[config.mk]
export PLATFORM = sky130hd
export DESIGN_NAME = digit_serial_adder
export DESIGN_NICKNAME = d
export VERILOG_FILES = /design/src/rtl/dsa_pkg.sv /design/src/rtl/digit_add_2bit.sv /design/src/rtl/digit_serial_adder.sv
export SDC_FILE = /design/constraint.sdc
export NUM_CORES = 1
export LEC_CHECK = 0
export CAP_MARGIN = 20
export CORE_ASPECT_RATIO = 0.6
export CORE_MARGIN = 2
export CORE_UTILIZATION = 45
export DETAILED_ROUTE_END_ITERATION = 8
export PLACE_DENSITY = 0.79
export SLEW_MARGIN = 10
export SYNTH_ARGS = -nofsm -noshare
export SYNTH_HDL_FRONTEND = slang
export SYNTH_SLANG_ARGS = --single-unit
[constraint.sdc]
create_clock -name clk -period 2.14 [get_ports clk]
set_input_delay 0.428 -clock clk [delete_from_list [all_inputs] [get_ports clk]]
set_output_delay 0.428 -clock clk [all_outputs]
set_load 0.005 [all_outputs]
[src/rtl/dsa_pkg.sv]
// dsa_pkg: shared definitions for the digit-serial adder.
//   state_t   - controller states (IDLE, RUN, DONE)
//   DIGIT_W   - bits processed per step by the adder slice
//   cnt_width - digit counter width for a given operand width (minimum 1)
package dsa_pkg;

  typedef enum logic [1:0] {
    IDLE = 2'b00,
    RUN  = 2'b01,
    DONE = 2'b10
  } state_t;

  localparam int DIGIT_W = 2;

  // clog2 of the digit count; a single-digit operand still needs a 1-bit counter
  function automatic int cnt_width(input int width);
    int w;
    w = $clog2(width / DIGIT_W);
    if (w < 1) begin
      w = 1;
    end else begin
      w = w;
    end
    return w;
  endfunction

endpackage

[src/rtl/digit_add_2bit.sv]
// digit_add_2bit: combinational 2-bit adder slice.
// Ports:
//   a[1:0], b[1:0] - digit operands
//   cin            - carry in
//   s[1:0]         - digit sum
//   cout           - carry out
module digit_add_2bit (
  input  logic [1:0] a,
  input  logic [1:0] b,
  input  logic       cin,
  output logic [1:0] s,
  output logic       cout
);

  logic [2:0] total_s;

  assign total_s = {1'b0, a} + {1'b0, b} + {2'b00, cin};
  assign s       = total_s[1:0];
  assign cout    = total_s[2];

endmodule

[src/rtl/digit_serial_adder.sv]
// digit_serial_adder: adds two WIDTH-bit operands two bits per cycle,
// least-significant digit first, using one digit_add_2bit slice and a
// carry register, wrapped in a start/busy/done handshake.
// Optional feature macro: DSA_OVERFLOW_EN adds the signed overflow output.
// Ports:
//   clk      - clock, rising edge
//   reset    - synchronous active-high reset; aborts any operation
//   start    - request, honoured only in IDLE
//   a, b     - operands, captured on the accepting edge
//   busy     - high while digits are processed (RUN)
//   done     - one-cycle completion pulse
//   sum      - A+B mod 2^WIDTH, held until the next completion
//   carry    - unsigned carry out of the MSB, held with sum
//   overflow - two's complement overflow (DSA_OVERFLOW_EN only)
module digit_serial_adder
  import dsa_pkg::*;
#(
  parameter int WIDTH = 8
) (
  input  logic             clk,
  input  logic             reset,
  input  logic             start,
  input  logic [WIDTH-1:0] a,
  input  logic [WIDTH-1:0] b,
  output logic             busy,
  output logic             done,
  output logic [WIDTH-1:0] sum,
`ifdef DSA_OVERFLOW_EN
  output logic             overflow,
`endif
  output logic             carry
);

  localparam int CNT_W = cnt_width(WIDTH);
  localparam logic [CNT_W-1:0] LAST_DIGIT = CNT_W'(WIDTH / DIGIT_W - 1);

  state_t           state_r;
  state_t           next_state_s;
  logic [WIDTH-1:0] opa_r;
  logic [WIDTH-1:0] opb_r;
  logic [WIDTH-1:0] res_r;
  logic [WIDTH-1:0] res_next_s;
  logic [CNT_W-1:0] cnt_r;
  logic             cin_r;
  logic [1:0]       slice_s;
  logic             slice_cout_s;
  logic             last_s;
  logic             busy_r;
  logic             done_r;
  logic [WIDTH-1:0] sum_r;
  logic             carry_r;
`ifdef DSA_OVERFLOW_EN
  logic             msb_cin_s;
  logic             overflow_r;
`endif

  digit_add_2bit u_slice (
    .a    (opa_r[1:0]),
    .b    (opb_r[1:0]),
    .cin  (cin_r),
    .s    (slice_s),
    .cout (slice_cout_s)
  );

  assign last_s = (cnt_r == LAST_DIGIT);

`ifdef DSA_OVERFLOW_EN
  // Carry into the MSB is recovered from the top sum bit of the final digit.
  assign msb_cin_s = slice_s[1] ^ opa_r[1] ^ opb_r[1];
`endif

  // Result register shifts right; the new digit enters at the MSB end.
  always_comb begin
    res_next_s = res_r >> DIGIT_W;
    res_next_s[WIDTH-1 -: 2] = slice_s;
  end

  // Next-state logic for the controller.
  always_comb begin
    next_state_s = state_r;
    case (state_r)
      IDLE: begin
        if (start) begin
          next_state_s = RUN;
        end else begin
          next_state_s = IDLE;
        end
      end
      RUN: begin
        if (last_s) begin
          next_state_s = DONE;
        end else begin
          next_state_s = RUN;
        end
      end
      DONE:    next_state_s = IDLE;
      default: next_state_s = IDLE;
    endcase
  end

  // State register and registered handshake outputs.
  always_ff @(posedge clk) begin
    if (reset) begin
      state_r <= IDLE;
      busy_r  <= 1'b0;
      done_r  <= 1'b0;
    end else begin
      state_r <= next_state_s;
      busy_r  <= (next_state_s == RUN);
      done_r  <= (next_state_s == DONE);
    end
  end

  // Operand shift registers, carry register, digit counter and result capture.
  always_ff @(posedge clk) begin
    if (reset) begin
      opa_r   <= {WIDTH{1'b0}};
      opb_r   <= {WIDTH{1'b0}};
      res_r   <= {WIDTH{1'b0}};
      cnt_r   <= {CNT_W{1'b0}};
      cin_r   <= 1'b0;
      sum_r   <= {WIDTH{1'b0}};
      carry_r <= 1'b0;
    end else begin
      case (state_r)
        IDLE: begin
          if (start) begin
            opa_r <= a;
            opb_r <= b;
            cnt_r <= {CNT_W{1'b0}};
            cin_r <= 1'b0;
          end
        end
        RUN: begin
          opa_r <= opa_r >> DIGIT_W;
          opb_r <= opb_r >> DIGIT_W;
          res_r <= res_next_s;
          cin_r <= slice_cout_s;
          cnt_r <= cnt_r + CNT_W'(1);
          if (last_s) begin
            sum_r   <= res_next_s;
            carry_r <= slice_cout_s;
          end
        end
        DONE: begin
          cnt_r <= {CNT_W{1'b0}};
        end
        default: begin
          cnt_r <= {CNT_W{1'b0}};
          cin_r <= 1'b0;
        end
      endcase
    end
  end

`ifdef DSA_OVERFLOW_EN
  // Signed overflow captured alongside sum and carry.
  always_ff @(posedge clk) begin
    if (reset) begin
      overflow_r <= 1'b0;
    end else if ((state_r == RUN) && last_s) begin
      overflow_r <= msb_cin_s ^ slice_cout_s;
    end
  end

  assign overflow = overflow_r;
`endif

  assign busy  = busy_r;
  assign done  = done_r;
  assign sum   = sum_r;
  assign carry = carry_r;

endmodule

# Word-level counts from Yosys, hierarchy flattened
# Cells that the tools add are included.
[word_totals] word_cells=36 inputBits=19 reg_bits=40
[classes] addsub=3 bitwise_logic=1 n_mux=11 n_reduce_logical=5 eq_ne=6
[ops] operator="$pmux W8 S2" n=2
[ops] operator="$mux W8" n=2
[ops] operator="$pmux W2 S2" n=2
[ops] operator="$eq A2 B2 Y1 const B" n=3
[ops] operator="$reduce_and A2 Y1" n=3
[ops] operator="$eq A2 B1 Y1 const B" n=2
[ops] operator="$mux W2" n=2
[ops] operator="$add A2 B2 Y3" n=1
[ops] operator="$add A3 B1 Y3" n=1
[ops] operator="$pmux W1 S3" n=1
[ops] operator="$add A2 B1 Y2 const B" n=1
[ops] operator="$logic_not A2 Y1" n=1
[ops] operator="$mux W1" n=2
[ops] operator="$ne A2 B2 Y1 const B" n=1
[ops] operator="$reduce_bool A2 Y1" n=1
[ops] operator="$not A1 Y1" n=1

# Longest topological paths before layout
# Gate-level depths: netlist (run 1).
[depth] ltp_word=4 depth_mapped=5 ltp_nobuf=5

# Cells and area by module
# A second synthesis (run 1) with hierarchy kept.
[unflattened] cells_unflattened=173 area_unflattened_um2=1641.6
[by_module_without_submodules] module="digit_serial_adder" area_each_um2=1571.5 seq_area_each_um2=760.7 n_inst=1 cells_each=163
[by_module_without_submodules] module="digit_add_2bit" area_each_um2=70.1 seq_area_each_um2=0.0 n_inst=1 cells_each=10

# Least setup slack after synthesis (run 1)
# Ideal clock, no wire load.
[synth_path] path_type="register -> register" start="register opa_r[0]" end="register res_r[7]" path_stages_with_launch=5 t_arrival_ps=1426 setup_slack_ps=627 path_buffers=0 setup_time_ps=87 cell_sequence="dfxtp_1 > inv_1 > fa_1 > fa_1 > a211oi_1"
[synth_via] elab_chain_len=2
[synth_rtl] element="from (decl)" line="digit_serial_adder.sv:39" text="logic [WIDTH-1:0] opa_r;"
[synth_rtl] element="from (signal assigned)" line="digit_serial_adder.sv:117" text="opa_r <= {WIDTH{1'b0}};"
[synth_rtl] element="from (signal assigned)" line="digit_serial_adder.sv:135" text="opa_r <= opa_r >> DIGIT_W;"
[synth_rtl] element="$add A2 B2 Y3" line="digit_add_2bit.sv:17" text="assign total_s = {1'b0, a} + {1'b0, b} + {2'b00, cin};"
[synth_rtl] element="$add A3 B1 Y3" line="digit_add_2bit.sv:17"
[synth_rtl] element="to (signal assigned)" line="digit_serial_adder.sv:119" text="res_r <= {WIDTH{1'b0}};"
[synth_rtl] element="to (signal assigned)" line="digit_serial_adder.sv:137" text="res_r <= res_next_s;"
[synth_rtl] element="to (decl)" line="digit_serial_adder.sv:41" text="logic [WIDTH-1:0] res_r;"
# No other way between the ends.
# A chain may end at the register's enable or synchronous reset.

# Worst setup path in the final report (run 1)
# Same ends and word-level chain as after synthesis.

==> impl_results.md, run 1 <==
* Sw Pwr at roughly 0.33 mW
* FF/Latch Area at 761 um2
* Setup TNS at 0 ps
* Critical Path RT at about 2300 ps
* Ports at 30
* Synth Area in XOR/XNOR at 0
* FILL cells at approximately 270
* Clock Tree Root: clkbuf_8
* Clock sink total at 38
* Vias in the first global route at 1200
* Worst VDD drop at about 0.00027 V
* Int Pwr at roughly 1.1 mW
* Min-Delay Startpoint: sum[5]
* # port buffers at 29
* Seq pwr share at 0.549
* Sequential area share after synthesis at 0.467
* Hold Vio Cnt, Final at 0
* RSZ-0062 raised after global routing: no
* Cell Rows at 16
* Die X at roughly 80 um
* FF+latch count, synth at 38
* Via Count at roughly 1200
* Die footprint at 4140 um2
* Reg2reg setup slack at roughly 520 ps
* Post-route minimum period at between 1500 and 2000 ps
* CP max stage delay at around 500 ps
* Layout cells sized above 1 at 0.130
* Top_reg_cell synth: dfxtp_1
* Max-slew headroom at 0.503
* CTS tree: done
* Leakage power at a little over 0.7 nW
* GRT Resource Usage Total at 0.168
* Htree depth at 2
* Post-synth EDFFs at 0
* Hold WC Path Type: flop to flop
* Worst Hold Depth at 2
* Clock share of power at 0.320
* Clock Skew at ~3.5 ps
* Die Height at slightly above 50 um
* Yosys Warn Count at 0
* PD cells at roughly 700 nW/um2
* DP Wirelength at between 2000 and 2500 um
* Hold Path Sink: sum[5]
* Synth Area in Adders at 0.0322
* WL/cell at 13.2 um
* Post-CTS Setup Repair Bufs at 0
* Syn Area/Cell at 10.3 um2
* Post-synthesis cell count at about 160
* Largest net degree at the start of global routing at 39
* Main combinational cell family by area after synthesis: compound AO/OA/AOI/OAI gates
* Clock latency on the worst-skew pair at 280 ps
* Max-slew violations at 0
* CP cell instances: inv_1 -> fa_1 -> fa_1 -> a211oi_1
* Arr. time, crit path at 1820 ps
* Worst R2R Path Depth at 4
* Utilization after layout at 0.589
* Core box area at about 3400 um2
* Maximum clock insertion buffer count at 2
* Max cap viols at 0
* Post-route setup slack at just over 500 ps
* Worst reg2reg startpoint: opa_r[0]
* Multi-input gate area at 748 um2
* WP depth at 4
* Setup crit start kind: flop
* Mapped Area at approximately 1600 um2
* Worst-path clk slew at roughly 70 ps
* RD Place Congestion at 0.753
* GRT overflow at 0
* Compound-Gate Fraction of Synth Area at 0.190
* Crit end category: flop
* Post-synthesis simple-gate area fraction at 0.132
* Final WL at between 3000 and 4000 um
* # DRC at 0
* Drt pass-1 iters at 4
* Initial antenna violation count at 0
* Combinational power share at 0.132
* Via-to-Cell Ratio at 5.12
* Post-synth net total at between 150 and 200
* Cell mode on critical path: fa_1
* Ys async rst share at 0
* CP max-delay cell: fa_1
* CTS buffer count at 5
* Buf/Inv on CP at 1
* Final setup vio count at 0
* Post-CTS Resized at 0
* Starting DRT DRC Count at between 50 and 60
* Mux cell area share after synthesis at 0.104
* Cts hold-fix bufs at 0
* Setup WS pre-CTS at about 330 ps
* Initial Utilization at 0.485
* Terminus of the critical flop-to-flop path: res_r[7]
* Max Freq at roughly 620 MHz
* Family with the most delay on the worst path: adder cells
* Routed Antenna Nets at 0
* Status: completed
* Worst-Margin Slew at 744 ps
* Worst Setup Path Type: flop to flop
* Post-synth cell types at 28
* Switching share of power at 0.239
* Final period util at 0.759
* Syn-to-layout area delta at 21.6%
* Global-route wire length before repair at roughly 5300 um
* Nets@finish at roughly 210
* Critical path peak fanout at 2
* Antenna cell count at 0
## how the worst max path moves through the flow
stage / startpoint / endpoint
after global placement: start / opa_r[0]
after floorplan: opa_r[0] / res_r[7]
after detailed placement: start / opa_r[4]
final: opa_r[0] / res_r[7]
after global routing: state_r[0] / res_r[3]
after CTS: opa_r[0] / res_r[7]
## cells by family (layout without fill, tap and decap cells)
family,count (synthesis),after routing
AND/OR/NAND/NOR,48,48
flip-flops,38,38
AO/OA/AOI/OAI,34,34
buffers and inverters,18,44
multiplexers,17,17
adder cells (fa/ha/maj),3,3
## metrics by stage
step	hold slack (ps)	instances	total power, mW	area (um2)
global route	487	229	1.45	1980
floorplan	431	158	0.907	1630
CTS	458	229	1.40	1980
finish	454	229	1.39	1980
detailed placement	449	222	0.964	1910
global placement	441	222	0.953	1910
## flip-flops by register name, indices dropped and copies added (netlist names)
register,flops
state_r,2
cin_r,1
busy,1
opb_r,8
opa_r,8
sum,8
carry,1
res_r,6
cnt_r,2
done,1
## cell type report
cell class,instances,area share
clock buffer,7,0.0385
tap,45,0.0284
inverter,6,0.0114
sequential,38,0.384
timing repair buffer,31,0.160
multi-input combinational,102,0.378
## power by group through the flow
| stage | clock network (mW) | registers [mW] | logic [mW] |
|---|---|---|---|
| after floorplan | 0 | 0.771 | 0.135 |
| after global placement | 0 | 0.777 | 0.176 |
| after detailed placement | 0 | 0.779 | 0.184 |
| after CTS | 0.452 | 0.764 | 0.186 |
| after global routing | 0.480 | 0.768 | 0.204 |
| final | 0.445 | 0.764 | 0.184 |
## cells in the mapped netlist, types with 2 or more instances
cell       n  area share
nor2_2     2      0.0077
clkbuf_1   3      0.0069
a22oi_1    4       0.018
inv_1      6       0.014
nor2_1    26       0.060
buf_6      6       0.041
dfxtp_1   38        0.47
a211oi_2  11       0.084
fa_1       2       0.025
a21oi_1    8       0.025
a211oi_1   6       0.028
nand2_1   12       0.028
nor3_1     2      0.0061
mux2i_1   17        0.10
buf_4      2      0.0092
## worst min-delay path, stage by stage, from the launching register on
cell     delay (ps)
dfxtp_1         310
nand2_1          50
a21oi_1          50
## routing by layer
metal	wire [um]	GRT usage	part of all wire	vias up
met1	1490	0.217	0.49	546
met3	128	0.0468	0.042	7
met5	0	0	0	-
met4	47	0.0583	0.016	0
li1	-	-	-	594
met2	1360	0.270	0.45	26
## cell usage in the layout, fill, tap and decap left out
master | Yosys | routed
a2111oi_1 | 1 | 1
a2111oi_2 | 1 | 1
a211o_1 | 1 | 1
a211oi_1 | 6 | 6
a211oi_2 | 11 | 11
a21oi_1 | 8 | 8
a22oi_1 | 4 | 4
and3b_2 | 1 | 1
buf_12 | 0 | 1
buf_4 | 2 | 1
clkbuf_1 | 3 | 2
clkbuf_8 | 0 | 5
clkdlybuf4s50_1 | 0 | 29
dfxtp_1 | 38 | 38
fa_1 | 2 | 2
ha_1 | 1 | 1
inv_1 | 6 | 6
mux2i_1 | 17 | 17
nand2_1 | 12 | 12
nand2b_1 | 1 | 1
nand3b_1 | 1 | 1
nor2_1 | 26 | 26
nor2_2 | 2 | 2
nor2b_1 | 1 | 1
nor3_1 | 2 | 2
nor3b_1 | 1 | 1
nor3b_2 | 1 | 1
o21ba_4 | 1 | 1
o21bai_1 | 1 | 1
(Power assumes the default switching activity.)
==> inputs of run 2 (changes only) <==
==> constraint.sdc (replaced) <==
create_clock -name clk -period 1.5 [get_ports clk]
set_input_delay 0.3 -clock clk [delete_from_list [all_inputs] [get_ports clk]]
set_output_delay 0.3 -clock clk [all_outputs]
set_load 0.005 [all_outputs]
==> impl_results.md, run 2 (same netlist as run 1, synthesis figures left out) <==
* Routed Antenna Nets at 0 (unchanged)
* CP max-delay cell: fa_2
* PD cells at 998 nW/um2 (+42%)
* Most frequent cells in the layout: 35 x dfxtp_1, 29 x clkdlybuf4s50_1, 26 x nor2_1, 17 x mux2i_1
* Nets@finish at 215 (+4.4%)
* Final period util at 0.996 (+0.237)
* Antenna cell count at 0 (unchanged)
* Core box area at 3360 um2 (unchanged)
* Status: completed
* Worst Setup Path Type: flop to flop
* CP max stage delay at 570 ps (+70 ps)
* Cts hold-fix bufs at 0 (unchanged)
* Clock Tree Root: clkbuf_8
* Worst-Margin Slew at 383 ps (-361 ps)
* Arr. time, crit path at 1660 ps (-160 ps)
* Placed inst area at 1970 um2 (+3.3%)
* Post-route cell area at 2070 um2 (+4.4%)
* Hold Path Sink: sum[4]
* Commonest non-fill, non-tap cell in the layout: dfxtp_1
* Htree depth at 2 (unchanged)
* Crit end category: flop
* Starting DRT DRC Count at 22 (-62%)
* Worst Hold Depth at 2 (unchanged)
* Final setup vio count at 0 (unchanged)
* Die footprint at 4140 um2 (unchanged)
* GRT overflow at 0 (unchanged)
* FILL cells at 257 (-6.2%)
* Critical Path RT at 1670 ps (-670 ps)
* Maximum clock insertion buffer count at 2 (unchanged)
* DP Wirelength at 2310 um (+7.0%)
* Hold Vio Cnt, Final at 0 (unchanged)
* Cell Rows at 16 (unchanged)
* Min-Delay Startpoint: sum[4]
* Clock sink total at 38 (unchanged)
* Max Freq at 669 MHz (+8.7%)
* Worst-path clk slew at 70 ps (about the same)
* Final WL at 3300 um (+8.8%)
* Hold WC Path Type: flop to flop
* Max-slew violations at 0 (unchanged)
* CTS buffer count at 5 (unchanged)
* Worst R2R Path Depth at 4 (unchanged)
* Die X at 81.7 um (unchanged)
* # port buffers at 29 (unchanged)
* WL/cell at 13.9 um (+5.1%)
* CP cell instances: inv_2 -> fa_2 -> fa_2 -> a211oi_2
* Setup crit start kind: flop
* Post-route setup slack at 6.28 ps (-510 ps)
* # DRC at 0 (unchanged)
* Syn-to-layout area delta at 26.9%
* Worst reg2reg startpoint: cin_r
* Terminus of the critical flop-to-flop path: sum[7]
* Drt pass-1 iters at 4 (unchanged)
* CTS tree: done
* Cell mode on critical path: fa_2
* Critical path peak fanout at 2 (unchanged)
* Ports at 30 (unchanged)
* Largest net degree at the start of global routing at 32 (-18%)
* Max-slew headroom at 0.745 (+0.241)
* Leakage power at 0.762 nW (+7.0%)
* RSZ-0062 raised after global routing: yes
* Initial Utilization at 0.485 (unchanged)
* Final hold slack at 457 ps (+3.15 ps)
* Via Count at 1179 (+0.51%)
* Global-route wire length before repair at 5550 um (+4.4%)
* Initial antenna violation count at 0 (unchanged)
* Post-route minimum period at 1490 ps (-130 ps)
* Vias in the first global route at 1141 (-4.9%)
* Max cap viols at 0 (unchanged)
* Clock latency on the worst-skew pair at 290 ps (about the same)
* Clock Skew at 5.97 ps (+2.44 ps)
* Die Height at 50.6 um (unchanged)
* Worst VDD drop at 0.000417 V (+56%)
* Via-to-Cell Ratio at 4.97 (-2.9%)
* Layout cells sized above 1 at 0.219 (+0.0883)
* GRT Resource Usage Total at 0.182 (+0.0139)
* Setup WS pre-CTS at -116 ps (-442 ps)
* Reg2reg setup slack at 6 ps (-510 ps)
* RD Place Congestion at 0.751 (-0.25%)
[run 2: cell type report]
type | count | area, um2 | share of cell area
timing repair buffer | 40 | 385 | 0.186
clock buffer | 6 | 82.6 | 0.0399
tap | 45 | 56.3 | 0.0272
multi-input combinational | 102 | 758 | 0.366
inverter | 6 | 22.5 | 0.0109
sequential | 38 | 764 | 0.369
[run 2: metrics by stage]
step,total power [mW],TNS [ps],instances,util
2_1_floorplan,1.29,0,158,-
3_3_place_gp,1.38,-25.3,230,0.585
3_5_place_dp,1.39,-383,230,0.585
4_1_cts,2.07,-39.4,237,0.615
5_1_grt,2.15,-114,237,0.615
6_report,2.06,0,237,0.615
[run 2: power by group]
group          total, mW  internal, mW  switching, mW
sequential          1.09          1.06         0.0324
combinational      0.290         0.153          0.137
clock              0.683         0.354          0.329
total               2.06          1.57          0.498
[run 2: how the worst max path moves through the flow]
stage / from / endpoint / cells past startpoint
floorplan: opa_r[0] / res_r[7] / 4
global placement: opa_r[0] / res_r[7] / 4
detailed placement: opa_r[0] / res_r[7] / 4
CTS: cin_r / res_r[7] / 4
global route: cin_r / res_r[7] / 4
finish: cin_r / sum[7] / 4
[run 2: routing by layer]
layer,track usage,wire (um)
met1,0.249,1650
met2,0.275,1520
met3,0.0558,117
met4,0.0583,18
met5,0,0
[run 2: timing repair]
item                                    CTS  global route
pin swaps                                 3             2
resized for setup                         6             1
buffers inserted                          1             0
endpoints found under the setup margin    3             4
[run 2: worst max-delay path, delay by kind of cell (launching register included)]
family	cells	cell delay, ps
buffers and inverters	1	40
adder cells (fa/ha/maj)	2	950
AO/OA/AOI/OAI	1	60
flip-flops	1	320
==> inputs of run 3 (changes only) <==
--- a/config.mk
+++ b/config.mk
@@ -7,10 +7,10 @@
 export LEC_CHECK = 0
 export CAP_MARGIN = 20
 export CORE_ASPECT_RATIO = 0.6
-export CORE_MARGIN = 2
 export CORE_UTILIZATION = 45
 export DETAILED_ROUTE_END_ITERATION = 8
 export PLACE_DENSITY = 0.79
+export SKIP_CTS_REPAIR_TIMING = 1
 export SLEW_MARGIN = 10
 export SYNTH_ARGS = -nofsm -noshare
 export SYNTH_HDL_FRONTEND = slang
==> impl_results.md, run 3 (same netlist as run 1, synthesis figures left out) <==
* Post-route cell area at 2090 um2 (+1.1%)
* Max-slew headroom at 0.766 (+0.0219)
* Initial antenna violation count at 0 (unchanged)
* CTS tree: done
* Commonest non-fill, non-tap cell in the layout: dfxtp_1
* GRT Resource Usage Total at 0.195 (+0.0131)
* CP max stage delay at 550 ps (-20 ps)
* PD cells at 1010 nW/um2 (+1.0%)
* Crit end category: flop
* Drt pass-1 iters at 4 (unchanged)
* End of the critical path: sum[7]
* Clock Skew at 8.65 ps (+2.68 ps)
* Nets@finish at 216 (+0.47%)
* Hold Vio Cnt, Final at 0 (unchanged)
* Worst-path clk slew at 70 ps (about the same)
* Core box area at 3360 um2 (unchanged)
* Placed inst area at 1980 um2 (+0.76%)
* Clock latency on the worst-skew pair at 290 ps (about the same)
* CP cell instances: inv_2 -> fa_2 -> fa_2 -> a211oi_2
* Die Height at 48.6 um (-4.0%)
* Via Count at 1217 (+3.2%)
* FILL cells at 266 (+3.5%)
* Utilization after layout at 0.622 (+0.00707)
* Max Freq at 670 MHz (about the same)
* CTS buffer count at 5 (unchanged)
* Worst VDD drop at 0.000667 V (+60%)
* # port buffers at 29 (unchanged)
* Post-route minimum period at 1490 ps (-0.318 ps)
* Worst Hold Depth at 2 (unchanged)
* Worst Setup Path Type: flop to flop
* Max-slew violations at 0 (unchanged)
* RD Place Congestion at 0.749 (-0.23%)
* Clock sink total at 38 (unchanged)
* Initial Utilization at 0.485 (unchanged)
* Setup WS pre-CTS at -77.9 ps (+37.7 ps)
* Terminus of the critical flop-to-flop path: sum[7]
* Cell Rows at 16 (unchanged)
* Worst reg2reg startpoint: opb_r[0]
* Setup TNS at 0 ps (unchanged)
* Final period util at 0.996 (about the same)
* Max cap viols at 0 (unchanged)
* Leakage power at 0.798 nW (+4.8%)
* Final setup vio count at 0 (unchanged)
* Hold WC Path Type: flop to flop
* Antenna cell count at 0 (unchanged)
* Global-route wire length before repair at 5640 um (+1.6%)
* Worst-Margin Slew at 341 ps (-42.1 ps)
* Largest net degree at the start of global routing at 23 (-28%)
* Cell mode on critical path: fa_2
* Critical path launch point: opb_r[0]
* Vias in the first global route at 1224 (+7.3%)
* Die footprint at 3880 um2 (-6.3%)
* DP Wirelength at 2450 um (+6.1%)
* Status: completed
* Arr. time, crit path at 1660 ps (about the same)
* Post-route setup slack at 6.60 ps (+0.318 ps)
* Ports at 30 (unchanged)
* WL/cell at 13.8 um (-1.1%)
* Via-to-Cell Ratio at 5.07 (+1.9%)
* Htree depth at 2 (unchanged)
* Setup crit start kind: flop
* # DRC at 0 (unchanged)
* Critical Path RT at 1670 ps (about the same)
* Reg2reg setup slack at 7 ps (about the same)
* Most frequent cells in the layout: 36 x dfxtp_1, 28 x clkdlybuf4s50_1, 26 x nor2_1, 17 x mux2i_1, 12 x nand2_1
* Worst R2R Path Depth at 4 (unchanged)
* Final hold slack at 454 ps (-3.07 ps)
* RSZ-0062 raised after global routing: yes
* Layout cells sized above 1 at 0.221 (+0.00176)
* Starting DRT DRC Count at 45 (+100%)
* Critical path peak fanout at 2 (unchanged)
* Routed Antenna Nets at 0 (unchanged)
* Maximum clock insertion buffer count at 2 (unchanged)
* Clock Tree Root: clkbuf_8
* Syn-to-layout area delta at 28.4%
* Final WL at 3300 um (+0.15%)
* Die X at 79.7 um (-2.4%)
* CP max-delay cell: fa_2
* GRT overflow at 0 (unchanged)
run 3: changes by cell type in the layout (fill, tap and decap cells not counted), sizes merged:
cell | before | now
buf | 11 | 12
clkbuf | 6 | 7
clkdlybuf4s50 | 29 | 28
clkinv | 0 | 1
dlymetal6s2s | 0 | 1
run 3: routing by layer:
layer  vias to the layer above  global-route usage  share of wire
met1                       566               0.251           0.49
met2                        23               0.291           0.45
met4                         0               0.106          0.022
met3                        10              0.0604          0.037
met5                         -                   0              0
li1                        618                   -              -
run 3: layout make-up:
cell class	count	area, um2	area share
clock inverters	1	5.00	0.00239
inverters	6	22.5	0.0108
flip-flops and latches	38	763	0.365
well taps	45	56.3	0.0269
clock buffers	7	86.3	0.0412
repair buffers	41	395	0.189
multi-input cells	102	764	0.365
run 3: through the flow:
stage               cells  power [mW]
floorplan             158        1.29
global placement      232        1.39
detailed placement    232        1.40
CTS                   240        2.11
global route          240        2.19
finish                240        2.11
run 3: critical path: cells and delay by family (launching register included):
family                   cells  cell delay, ps
adder cells (fa/ha/maj)      2             930
flip-flops                   1             340
AO/OA/AOI/OAI                1              60
buffers and inverters        1              40
run 3: how the worst min path moves through the flow:
stage / startpoint / end / slack, ps
after floorplan: res_r[2] / sum[0] / 430
after global placement: res_r[3] / sum[1] / 440
after detailed placement: sum[5] / sum[5] / 450
after CTS: sum[5] / sum[5] / 460
after global routing: sum[5] / sum[5] / 490
final: sum[5] / sum[5] / 450
run 3: report_power, final:
part	switching, mW	leakage (nW)	internal (mW)
combinational	0.137	0.438	0.156
clock	0.354	0.0482	0.371
sequential	0.0318	0.312	1.06
total	0.523	0.798	1.59
